`src/rtl/div_16x8_seq.sv`:
```
// Sequential 16/8 unsigned restoring divider, one quotient bit per cycle, valid/ready on both sides.
// Optional divide-by-zero flag port enabled by defining DIV_DBZ_FLAG_EN.
module div_16x8_seq (
  input  logic        clk_div16x8,
  input  logic        rst,
  input  logic        vld_in,
  output logic        rdy_in,
  input  logic [15:0] a,
  input  logic [7:0]  b,
  output logic        vld_out,
  input  logic        rdy_out,
  output logic [15:0] quot,
  output logic [7:0]  rem,
`ifdef DIV_DBZ_FLAG_EN
  output logic        dbz,
`endif
  output logic [1:0]  dbg_state
);

  // Handshake: a transfer happens on a rising edge where valid and ready are both 1;
  // a producer holds valid (and its data) until that edge, and ready never depends on valid.
  typedef enum logic [1:0] {
    IDLE = 2'd0,
    BUSY = 2'd1,
    DONE = 2'd2
  } state_t;

  state_t      state;
  logic [15:0] a_r;
  logic [7:0]  b_r;
  logic [7:0]  pr;
  logic [15:0] q;
  logic [3:0]  cnt;

  logic [8:0]  shifted;
  logic        fits;
  logic [8:0]  pr_next;

  assign dbg_state = state;

  // Partial remainder is always < b, so 8 bits hold it; the shifted value needs 9.
  always_comb begin
    shifted = {pr, a_r[15]};
    fits    = (shifted >= {1'b0, b_r});
    pr_next = fits ? (shifted - {1'b0, b_r}) : shifted;
  end

  always_ff @(posedge clk_div16x8) begin
    if (rst) begin
      state   <= IDLE;
      a_r     <= '0;
      b_r     <= '0;
      pr      <= '0;
      q       <= '0;
      cnt     <= '0;
      rdy_in  <= 1'b1;
      vld_out <= 1'b0;
      quot    <= '0;
      rem     <= '0;
`ifdef DIV_DBZ_FLAG_EN
      dbz     <= 1'b0;
`endif
    end else begin
      case (state)
        IDLE: begin
          if (vld_in) begin
            a_r    <= a;
            b_r    <= b;
            pr     <= '0;
            q      <= '0;
            rdy_in <= 1'b0;
            if (b == 8'd0) begin
              state   <= DONE;
              vld_out <= 1'b1;
              quot    <= 16'hFFFF;
              rem     <= a[7:0];
`ifdef DIV_DBZ_FLAG_EN
              dbz     <= 1'b1;
`endif
            end else begin
              state <= BUSY;
              cnt   <= 4'd15;
            end
          end
        end
        BUSY: begin
          // Dividend shifts left so its current MSB is always bit i of the original.
          a_r <= {a_r[14:0], 1'b0};
          pr  <= pr_next[7:0];
          q   <= {q[14:0], fits};
          cnt <= cnt - 4'd1;
          if (cnt == 4'd0) begin
            state   <= DONE;
            vld_out <= 1'b1;
            quot    <= {q[14:0], fits};
            rem     <= pr_next[7:0];
          end
        end
        DONE: begin
          if (rdy_out) begin
            state   <= IDLE;
            vld_out <= 1'b0;
            rdy_in  <= 1'b1;
            quot    <= '0;
            rem     <= '0;
`ifdef DIV_DBZ_FLAG_EN
            dbz     <= 1'b0;
`endif
          end
        end
        default: begin
          state   <= IDLE;
          rdy_in  <= 1'b1;
          vld_out <= 1'b0;
        end
      endcase
    end
  end

endmodule
```
`config.mk`:
```
export PLATFORM = sky130hd
export DESIGN_NAME = div_16x8_seq
export DESIGN_NICKNAME = d
export VERILOG_FILES = /design/src/rtl/div_16x8_seq.sv
export SDC_FILE = /design/constraint.sdc
export NUM_CORES = 1
export LEC_CHECK = 0
export ABC_AREA = 1
export BUFFER_PORTS_ARGS = -buffer_cell sky130_fd_sc_hd__buf_2
export CAP_MARGIN = 0
export CORE_UTILIZATION = 30
export CTS_CLUSTER_DIAMETER = 50
export CTS_CLUSTER_SIZE = 16
export DETAILED_ROUTE_END_ITERATION = 16
export PLACE_DENSITY = 0.58
export SLEW_MARGIN = 20
export SYNTH_ARGS = -nofsm -noshare
export SYNTH_HDL_FRONTEND = slang
export SYNTH_SLANG_ARGS = --single-unit
```
`constraint.sdc`:
```
create_clock -name clk_div16x8 -period 2 [get_ports clk_div16x8]
set_input_delay 0.2 -clock clk_div16x8 [delete_from_list [all_inputs] [get_ports clk_div16x8]]
set_output_delay 0.2 -clock clk_div16x8 [all_outputs]
set_load 0.05 [all_outputs]
```
-- Word level (Yosys, flattened, before mapping)
Cells that the tools add are included.
- input bits: 28
- output and inout bits: 28
- register bits: 79
- word-level logic and storage cells: 66
- bitwise gates (word level): 1
- multiplexer cells: 33
- reductions and logical operators: 12
- $add $sub $neg: 2
- magnitude comparators: 1
- eq/ne operators: 7
- operators with widths (operator ; count):
    16-bit 2-to-1 mux ; 5
    8-bit 2-to-1 mux ; 6
    16-bit one-hot mux with 3 select lines ; 1
    16-bit one-hot mux with 2 select lines ; 1
    15-bit one-hot mux with 2 select lines ; 1
    8-bit one-hot mux with 3 select lines ; 1
    8-bit one-hot mux with 2 select lines ; 1
    15-bit 2-to-1 mux ; 1
    2-bit inequality test (second input constant) ; 5
    9-bit by 8-bit >= comparator with 1-bit output ; 1
    3-bit AND reduction ; 3
    8-bit zero test ; 1
    2-bit 2-to-1 mux ; 4
    4-bit 2-to-1 mux ; 2
    4-bit one-hot mux with 2 select lines ; 1
    8-bit subtractor ; 1
    1-bit 2-to-1 mux ; 6
    1-bit one-hot mux with 3 select lines ; 2
    2-bit one-hot mux with 3 select lines ; 1
    5-bit AND reduction ; 1
    4-bit zero test ; 1
    2-bit AND reduction ; 2
    4-bit AND reduction ; 1
    4-bit by 1-bit subtractor with 4-bit output (second input constant) ; 1
    6 further kinds ; 6

-- Longest topological paths before layout
Gate-level depths: netlist (run 1).
- depth in word-level cells: 4
- depth in mapped cells: 12
- mapped depth without buffers: 12

-- Worst setup path after synthesis (run 1)
Ideal clock, no wire load.
- path type: register -> register
- from: register state[0], in the netlist dbg_state[0]
- to: register quot[10]
- setup time: 0.118 ns
- slack: -0.161 ns
- cell stages (with the launch flop): 13
- buffers on the path: 2
- data required time: 1.882 ns
- clock period less this slack: 2.161 ns
- data arrival time: 2.042 ns
- path through: dfxtp_1 > inv_1 > ha_1 > inv_2 > nor2_4 > inv_2 > nand3_2 > nor2_4 > nand2_8 > inv_4 > buf_6 > buf_6 > a21oi_2
- longest elaborated chain between the ends: 3
- elaborated cells between the ends (all ways): 10
- classes of those cells: 6 x eq/ne; 1 x mux; 3 x reduce/logical
- ends and longest elaborated chain (item ; RTL line ; RTL):
    from (decl) ; 28 ; state_t state;
    from (signal assigned) ; 50 ; state <= IDLE;
    from (signal assigned) ; 73 ; state <= DONE;
    from (signal assigned) ; 81 ; state <= BUSY;
    2-bit by 1-bit == test with 1-bit output, or another cell as far along ; 64 ; case (state)
    2-bit inequality test (no line) / 3-bit nonzero test (equally long branches) ; - ;
    5-bit AND reduction (no line) ; - ;
    to (signal assigned) ; 95 ; quot <= {q[14:0], fits};
    to (decl) ; 12 ; output logic [15:0] quot,
Several ways; a longest one is shown, not always the timed one.
A chain may end at the register's enable or synchronous reset.

-- Worst setup path in the final report (run 1)
- from: register a_r[15]
- to: register rem[4]
- longest elaborated chain between the ends: 4
- elaborated cells between the ends (all ways): 5
- classes of those cells: 1 x add/sub; 1 x order compare; 3 x mux
- ends and longest elaborated chain (item ; RTL line ; RTL):
    from (decl) ; 29 ; logic [15:0] a_r;
    from (signal assigned) ; 88 ; a_r <= {a_r[14:0], 1'b0};
    8-bit subtractor / 9-bit by 8-bit >= comparator with 1-bit output (equally long branches) ; 45, 44 ;
    8-bit 2-to-1 mux * ; 45 ; pr_next = fits ? (shifted - {1'b0, b_r}) : shifted;
    8-bit 2-to-1 mux * ; 92 ; if (cnt == 4'd0) begin
    8-bit one-hot mux with 3 select lines * ; 64 ;
    to (signal assigned) ; 76 ; rem <= a[7:0];
    to (signal assigned) ; 96 ; rem <= pr_next[7:0];
    to (decl) ; 13 ; output logic [7:0] rem,
Every way passes the cells marked *; elsewhere a longest branch is shown, timed or not. The select of a mux whose other input is x is not followed.

==> impl_metrics.json, run 1 <==
{
  "met2_usage_pct": 27.4,
  "period_minus_slack_ns": 1.85,
  "num_vias": 3578,
  "total_power_mw": 8.65,
  "row_count": 40,
  "hold_viol": 0,
  "core-area_um2": 12200,
  "cts.sinks": 79,
  "io_buffers": 55,
  "cp_slowest_cell": "fa_1",
  "crit_buf_inv": 2,
  "slew_headroom_pct": 52.0,
  "crit_chain": "inv_1 -> ha_1 -> inv_1 -> fa_1 -> a21oi_1 -> xnor2_1 -> nand2_1 -> nand2_1 -> nand3_1 -> a21oi_1",
  "busiest_layer": "met2",
  "io_pins": 56,
  "path_delay_family": "adder cells",
  "root_buffer": "clkbuf_16",
  "rsz0062_at_grt": "false",
  "grt_max_degree": 52,
  "wirelength_um": 9340,
  "leakage_nw": 1.96,
  "grt_pass1_wl_um": 15900,
  "yosysMostFrequentCell": "nand2_1",
  "antenna_cells": 0,
  "ys_top_cells_by_area": "dfxtp_1, nand2_1, a21oi_1",
  "antenna_found_initial": 0,
  "dp_hpwl_um": 6650,
  "drc": 0,
  "synth_edf_count": 0,
  "dr.pass1.iters": 4,
  "layout.nets": 601,
  "fmax_mhz": 541,
  "netlist_instances": 510,
  "detail-route-antenna-nets": 0,
  "maxCapViolations": 0,
  "setup_slack_ns": 0.150,
  "crit_type": "flop to flop",
  "tightest_slew_ns": 0.720,
  "grt_overflow": 0,
  "htreeDepth": 3,
  "dieArea_um2": 13100,
  "cp.arrival_ns": 2.11,
  "syn_to_final_growth_pct": 22.0,
  "dp_slack_ns": 0.0615,
  "grt_pass1_vias": 3464,
  "synth-seq-cells": 79,
  "path_max_fanout": 3,
  "yosysTopAreaCell": "dfxtp_1",
  "netlist.area_leader.share_pct": 41.7,
  "netlist-cell-type-count": 32,
  "cts_buffer_depth": 2,
  "place.gp.congestion": 0.879,
  "critPathCaptureType": "flop",
  "grt.total_usage_pct": 15.2,
  "grtUsageMet1_pct": 17.6,
  "outcome": "finished, final reports clean",
  "cts-hold-fix-buffers": 0,
  "ir_worst_vdd_uv": 825,
  "finClkSkew_ns": 0.00906,
  "yosysWarnings": 0,
  "tns_ns": 0,
  "ys.flop_type": "dfxtp_1",
  "worst_setup_path_start_kind": "flop",
  "syn_area_um2": 3790,
  "post_drt_wl_per_cell_um": 12.8,
  "netlist_top_cells_count": "nand2_1, dfxtp_1, a21oi_1",
  "async_flop_share_pct": 0,
  "setup-violations-final": 0,
  "initial_core_util_pct": 31.2,
  "syn_area_per_cell_um2": 7.43,
  "met3_usage_pct": 3.60,
  "max_stage_delay_ns": 0.43,
  "syn-num-nets": 552,
  "cts_tree": "done",
  "die_x_um": 114,
  "clock_latency_ns": 0.34,
  "required_ns": 2.26,
  "finalCritPeriodShare_pct": 92.5,
  "cts_made_buffers": 9,
  "min_path_type": "input port to flop",
  "slew_violations": 0,
  "fp.dieH_um": 114,
  "drt_iter0_markers": 170,
  "ys_seq_area_share_pct": 41.7,
  "cts.clk_slew.worst_paths_ns": 0.06,
  "power_density_nw_per_um2": 1870,
  "vias_per_cell": 4.89,
  "drive_gt1_share_pct": 21.3
}
per-stage QoR:
step | hold WS (ns) | instance area, µm² | std cells | utilization, %
3_5_place_dp | 0.454 | 4240 | 715 | 34.9
4_1_cts | 0.132 | 4550 | 731 | 37.4
2_1_floorplan | 0.361 | 3790 | 510 | -
3_3_place_gp | 0.445 | 4240 | 715 | 34.9
5_1_grt | 0.139 | 4620 | 732 | 38.0
6_report | 0.138 | 4620 | 732 | 38.0
cell type report:
cell class,count,area [µm²]
multi-input combinational,363,1980
sequential,79,1580
clock buffer,9,225
clock inverter,7,80.1
inverter,38,155
timing repair buffer,68,385
tap,168,210
fill,1252,7540
worst min-delay path: stages:
cell     delay [ns]
buf_2          0.09
nand2_1        0.05
a31oi_1        0.07
cell families (layout without fill, tap and decap cells):
group	Yosys count	count (layout)	synth area share [%]
buffers and inverters	69	122	7.73
AOI/OAI and AO/OA	157	157	22.7
DFF	79	79	41.7
xor gates and xnor gates	4	4	0.925
adders and majority gates	14	14	4.82
and+or+nand+nor	187	188	22.1
metal layers:
layer	share of wire [%]	routed length (µm)	up-vias
met4	2.2	203	0
met3	3.9	364	21
met2	50	4700	76
li1	-	-	1836
met5	0	0	-
met1	44	4070	1645
power by group:
group | total (mW) | switching (mW) | internal (mW)
combinational | 4.75 | 3.30 | 1.46
clock | 1.67 | 0.689 | 0.984
sequential | 2.23 | 0.224 | 2.00
timing repair:
| action | in CTS | in global routing |
|---|---|---|
| gates resized for setup | 0 | 12 |
| buffers inserted | 0 | 0 |
| setup endpoints to repair | 0 | 32 |
sequential cells by signal, summed over array words and instances, names as in the netlist:
signal and flops:
a_r 16, b_r 8, cnt 4, dbg_state 2
pr 8, q 15, quot 16, rdy_in 1
rem 8, vld_out 1
final timing paths:
check | startpoint | end | slack [ns] | cells after the start
hold / removal | a[9] | a_r[9]$_SDFFE_PP0P_ | 0.14 | 3
setup reg to reg | a_r[15]$_SDFFE_PP0P_ | rem[4]$_SDFFE_PP0P_ | 0.15 | 10
hold reg to reg | rdy_in$_SDFFE_PP1P_ | rdy_in$_SDFFE_PP1P_ | 0.46 | 2
setup / recovery | a_r[15]$_SDFFE_PP0P_ | rem[4]$_SDFFE_PP0P_ | 0.15 | 10
cells in the final DEF (no fill, tap or decap), drive strengths merged, types with 3 or more instances in the layout:
master / n
nor2: 26
inv: 39
ha: 13
clkbuf: 9
o21ai: 51
nor3: 3
nand4: 3
nand3: 47
dfxtp: 79
nand2: 109
a21oi: 85
buf: 68
a211oi: 3
clkinv: 4
xor2: 3
a31oi: 15
(Power assumes the default switching activity.)
==> run 2, diff against run 1 <==
--- a/config.mk
+++ b/config.mk
@@ -13,6 +13,7 @@
 export CTS_CLUSTER_SIZE = 16
 export DETAILED_ROUTE_END_ITERATION = 16
 export PLACE_DENSITY = 0.58
+export RECOVER_POWER = 50
 export SLEW_MARGIN = 20
 export SYNTH_ARGS = -nofsm -noshare
 export SYNTH_HDL_FRONTEND = slang
==> run 2 against run 1 <==
  * Final cell count did not move
  * Worst setup slack got worse by 0.0048 ns
  * Fmax fell by 0.26%
  * Non-clock buffer count did not move
  * Largest cell class unchanged
  * Highest routed layer unchanged
==> impl_metrics.json, run 2 (synthesized netlist as in run 1, its figures left out) <==
{
  "required_ns": 2.26,
  "dieArea_um2": 13100,
  "htreeDepth": 3,
  "cts_buffer_depth": 2,
  "crit_chain": "inv_1 -> ha_1 -> inv_1 -> fa_1 -> a21oi_1 -> xnor2_1 -> nand2_1 -> nand2_1 -> nand3_1 -> a21oi_1",
  "setup-violations-final": 0,
  "largestRegisters": "a_r: 16 flops, quot: 16 flops, q: 15 flops",
  "grt_max_degree": 52,
  "place_inst": 715,
  "leakage_nw": 1.84,
  "layout.nets": 601,
  "maxCapViolations": 0,
  "tightest_slew_ns": 0.715,
  "power_density_nw_per_um2": 1870,
  "finish.instance_area_um2": 4560,
  "nFillCells": 1270,
  "period_minus_slack_ns": 1.85,
  "grt.total_usage_pct": 15.2,
  "path_max_fanout": 3,
  "placed_cell_area_um2": 4240,
  "die_x_um": 114,
  "total_power_mw": 8.55,
  "stdcell_count": 732,
  "wirelength_um": 9370,
  "cts_made_buffers": 9,
  "crit_type": "flop to flop",
  "postCtsSetupRepairBufs": 0,
  "slew_headroom_pct": 52.2,
  "rsz0062_at_grt": "false",
  "grt_overflow": 0,
  "row_count": 40,
  "syn_to_final_growth_pct": 20.4,
  "grt_pass1_vias": 3464,
  "antenna_cells": 0,
  "worst_setup_path_start_kind": "flop",
  "hold_ws_ns": 0.138,
  "io_buffers": 55,
  "core-area_um2": 12200,
  "final_common_cell": "nand2_1",
  "cts.clk_slew.worst_paths_ns": 0.06,
  "post_drt_wl_per_cell_um": 12.8,
  "num_vias": 3561,
  "drc": 0,
  "dp_slack_ns": 0.0615,
  "io_pins": 56,
  "outcome": "finished, final reports clean",
  "grt_pass1_wl_um": 15900,
  "vias_per_cell": 4.86,
  "min_path_type": "input port to flop",
  "setup_slack_ns": 0.146,
  "critPathCaptureType": "flop",
  "cp.arrival_ns": 2.11,
  "finalCritPeriodShare_pct": 92.7,
  "ir_worst_vdd_uv": 805,
  "initial_core_util_pct": 31.2,
  "drive_gt1_share_pct": 16.0,
  "finClkSkew_ns": 0.00836,
  "slew_violations": 0,
  "dr.pass1.iters": 5,
  "clock_latency_ns": 0.34,
  "drt_iter0_markers": 156,
  "tns_ns": 0,
  "place.gp.congestion": 0.879,
  "detail-route-antenna-nets": 0,
  "dp_hpwl_um": 6650,
  "max_stage_delay_ns": 0.43,
  "cts_tree": "done",
  "hold_viol": 0,
  "root_buffer": "clkbuf_16",
  "antenna_found_initial": 0,
  "cp_slowest_cell": "fa_1",
  "post-route-util_pct": 37.5,
  "layout_common_cells": "nand2_1, dfxtp_1, a21oi_1",
  "fp.dieH_um": 114,
  "cts.sinks": 79,
  "fmax_mhz": 539
}
==> run 2: cell count changes in the layout (fill, tap and decap cells not counted), sizes merged <==
cell / previous run / this run
buf: 68 / 38
clkbuf: 9 / 39
==> run 2: area by class of cell <==
cell class / instances / area (µm²) / share of cell area (%)
Multi-Input combinational cell: 363 / 1980 / 43.3
Sequential cell: 79 / 1580 / 34.7
Timing Repair Buffer: 68 / 332 / 7.27
Clock buffer: 9 / 225 / 4.94
Tap cell: 168 / 210 / 4.61
Inverter: 38 / 155 / 3.40
Clock inverter: 7 / 80.1 / 1.76
==> run 2: where the power goes <==
part | internal [mW] | switching (mW) | total (mW)
Clock | 0.984 | 0.691 | 1.68
Combinational | 1.36 | 3.29 | 4.64
Sequential | 2.00 | 0.229 | 2.23
==> run 2: final timing paths <==
| path | slack [ns] | end | depth (start not counted) | start |
|---|---|---|---|---|
| worst min-delay path | 0.14 | a_r[9]$_SDFFE_PP0P_ | 3 | a[9] |
| worst max register to register | 0.15 | rem[4]$_SDFFE_PP0P_ | 10 | a_r[15]$_SDFFE_PP0P_ |
| worst max-delay path | 0.15 | rem[4]$_SDFFE_PP0P_ | 10 | a_r[15]$_SDFFE_PP0P_ |
| worst min register to register | 0.46 | rdy_in$_SDFFE_PP1P_ | 2 | rdy_in$_SDFFE_PP1P_ |
==> run 2: per-layer routing <==
| metal | part of all wire [%] | global-route usage, % | up-vias | wire, µm |
|---|---|---|---|---|
| li1 | - | - | 1834 | - |
| met1 | 43 | 17.6 | 1624 | 4070 |
| met2 | 50 | 27.4 | 84 | 4700 |
| met3 | 4.3 | 3.60 | 19 | 404 |
| met4 | 2.0 | 5.02 | 0 | 186 |
| met5 | 0 | 0 | - | 0 |
==> run 2: critical path, delay by kind of cell, from the launching register on <==
family | cells | cell delay [ns]
fa+ha+maj | 2 | 0.57
compound gates | 2 | 0.34
flops | 1 | 0.33
simple gates | 3 | 0.27
xor+xnor | 1 | 0.15
buf+inv | 2 | 0.13
==> run 2: what timing repair did <==
| item | in CTS | in global routing |
|---|---|---|
| hold buffers | 0 | 0 |
| endpoints found under the setup margin | 0 | 32 |
| resized for setup | 0 | 12 |
==> run 3, diff against run 2 <==
--- a/config.mk
+++ b/config.mk
@@ -12,7 +12,7 @@
 export CTS_CLUSTER_DIAMETER = 50
 export CTS_CLUSTER_SIZE = 16
 export DETAILED_ROUTE_END_ITERATION = 16
-export PLACE_DENSITY = 0.58
+export PLACE_DENSITY = 0.6
 export RECOVER_POWER = 50
 export SLEW_MARGIN = 20
 export SYNTH_ARGS = -nofsm -noshare
==> constraint.sdc (replaced) <==
create_clock -name clk_div16x8 -period 1.6 [get_ports clk_div16x8]
set_input_delay 0.16 -clock clk_div16x8 [delete_from_list [all_inputs] [get_ports clk_div16x8]]
set_output_delay 0.16 -clock clk_div16x8 [all_outputs]
set_load 0.05 [all_outputs]
==> run 3 against run 2 <==
  * The flow now finishes with violations (setup timing)
  * Wire length rose by 34%
  * Clock skew barely moved
  * Non-clock buffer count grew 74
  * Register-to-register slack worse by 0.24 ns
  * Total power rose by 78%
  * Core utilization up 12 points
  * Critical endpoint is now pr[0]$_SDFFE_PP0P_
  * Highest routed layer unchanged
==> impl_metrics.json, run 3 (synthesized netlist as in run 1, its figures left out) <==
{
  "grt.total_usage_pct": 18.4,
  "period_minus_slack_ns": 1.69,
  "leakage_nw": 2.36,
  "cts_tree": "done",
  "vias_per_cell": 5.06,
  "largestRegisters": "a_r: 16 flops, quot: 16 flops, q: 15 flops",
  "layout_common_cells": "nand2_1, dfxtp_1, buf_4",
  "multi_input_area_um2": 2550,
  "dr.pass1.iters": 4,
  "initial_core_util_pct": 31.2,
  "max_stage_delay_ns": 0.32,
  "layout.nets": 674,
  "core-area_um2": 12200,
  "ir_worst_vdd_uv": 1350,
  "clock_latency_ns": 0.34,
  "antenna_cells": 0,
  "wirelength_um": 12500,
  "cts.clk_slew.worst_paths_ns": 0.07,
  "slew_violations": 0,
  "root_buffer": "clkbuf_16",
  "setup_slack_ns": -0.0905,
  "detail-route-antenna-nets": 0,
  "cts.sinks": 79,
  "htreeDepth": 3,
  "maxCapViolations": 0,
  "tightest_slew_ns": 0.653,
  "worst_setup_path_start_kind": "flop",
  "met1_length_um": 5050,
  "post_drt_wl_per_cell_um": 15.6,
  "row_count": 40,
  "crit_chain": "inv_2 -> ha_4 -> nand2_1 -> nand2_1 -> nand2_1 -> nand2_2 -> nor2_4 -> buf_6 -> nand3_2 -> nand2_2 -> nand2_1 -> a21oi_2",
  "dieArea_um2": 13100,
  "grt_max_degree": 52,
  "tns_ns": -1.70,
  "hold_viol": 0,
  "wl_met3_um": 484,
  "drt_iter0_markers": 221,
  "grt_pass1_wl_um": 18900,
  "nFillCells": 1129,
  "outcome": "finished, violations left",
  "grt_pass1_vias": 3878,
  "hold_ws_ns": 0.0811,
  "cp.arrival_ns": 1.96,
  "path_delay_family": "simple AND/OR/NAND/NOR gates",
  "finClkSkew_ns": 0.00801,
  "finalCritPeriodShare_pct": 106,
  "cts_buffer_depth": 2,
  "cts-hold-fix-buffers": 0,
  "register_area_um2": 1610,
  "final_common_cell": "nand2_1",
  "drive_gt1_share_pct": 45.5,
  "drc": 0,
  "rsz0062_at_grt": "true",
  "fp.dieH_um": 114,
  "die_x_um": 114,
  "power_density_nw_per_um2": 2540,
  "io_pins": 56,
  "place.gp.congestion": 0.902,
  "setup-violations-final": 34,
  "num_vias": 4070,
  "wl_met2_um": 6670,
  "cts_made_buffers": 9,
  "fmax_mhz": 592,
  "cpMostUsedCell": "nand2_1",
  "path_max_fanout": 7,
  "cp_slowest_cell": "dfxtp_2",
  "routed.top_layer": "met4",
  "syn_to_final_growth_pct": 58.3,
  "io_buffers": 55,
  "grt_overflow": 0,
  "dp_hpwl_um": 7500,
  "required_ns": 1.87,
  "crit_type": "flop to flop",
  "crit_buf_inv": 2,
  "slew_headroom_pct": 56.4,
  "critPathCaptureType": "flop",
  "antenna_found_initial": 0,
  "failed_checks": "setup timing",
  "min_path_type": "input port to flop"
}
## run 3: changes by cell type in the layout (fill, tap and decap cells not counted), moves of 16 or more
cell | before | now
a21oi_1 | 75 | 56
a21oi_2 | 10 | 27
buf_4 | 11 | 60
inv_1 | 31 | 14
nand2_1 | 106 | 88
nand3_1 | 45 | 29
o21ai_1 | 26 | 10
## run 3: final timing paths
| kind | slack (ns) | depth (start not counted) | start | to |
|---|---|---|---|---|
| setup / recovery | -0.09 | 12 | b_r[6]$_SDFFE_PP0P_ | pr[0]$_SDFFE_PP0P_ |
| hold / removal | 0.08 | 3 | a[10] | a_r[10]$_SDFFE_PP0P_ |
| setup reg to reg | -0.09 | 12 | b_r[6]$_SDFFE_PP0P_ | pr[0]$_SDFFE_PP0P_ |
| hold reg to reg | 0.45 | 2 | rdy_in$_SDFFE_PP1P_ | rdy_in$_SDFFE_PP1P_ |
## run 3: power breakdown
part	switching, mW	total, mW	internal [mW]
combinational	5.81	10.2	4.35
clock	0.872	2.13	1.26
sequential	0.384	2.92	2.53
## run 3: through the flow
stage / worst slack (ns) / cell area, µm² / util (%) / power, mW / std cells
after floorplan: -0.133 / 3840 / - / 7.38 / 510
after global placement: -0.166 / 4710 / 38.7 / 9.62 / 765
after detailed placement: -0.217 / 4710 / 38.7 / 9.74 / 765
after CTS: -0.0726 / 5520 / 45.3 / 13.4 / 793
after global routing: -0.184 / 6000 / 49.3 / 16.1 / 805
final: -0.0905 / 6000 / 49.3 / 15.2 / 805
## run 3: layout make-up
type / count / area share [%]
multi-input combinational: 362 / 42.6
tap: 168 / 3.51
sequential: 79 / 26.8
inverter: 38 / 2.75
timing repair buffer: 142 / 19.3
clock buffer: 10 / 3.99
clock inverter: 6 / 1.11
## run 3: worst min-delay path: stages
cell     delay, ns
buf_2         0.09
nand2_1       0.06
a31oi_1       0.07
## run 3: timing repair
item                                    CTS  global route
resized for setup                        89            86
setup buffers                             8            10
pin swaps                                32            33
cloned                                    4             4
endpoints found under the setup margin   34            67
## run 3: routing by layer
| metal | vias up | global-route usage (%) |
|---|---|---|
| li1 | 1978 | - |
| met1 | 1972 | 21.3 |
| met2 | 98 | 33.3 |
| met3 | 22 | 3.12 |
| met4 | 0 | 7.71 |
| met5 | - | 0 |
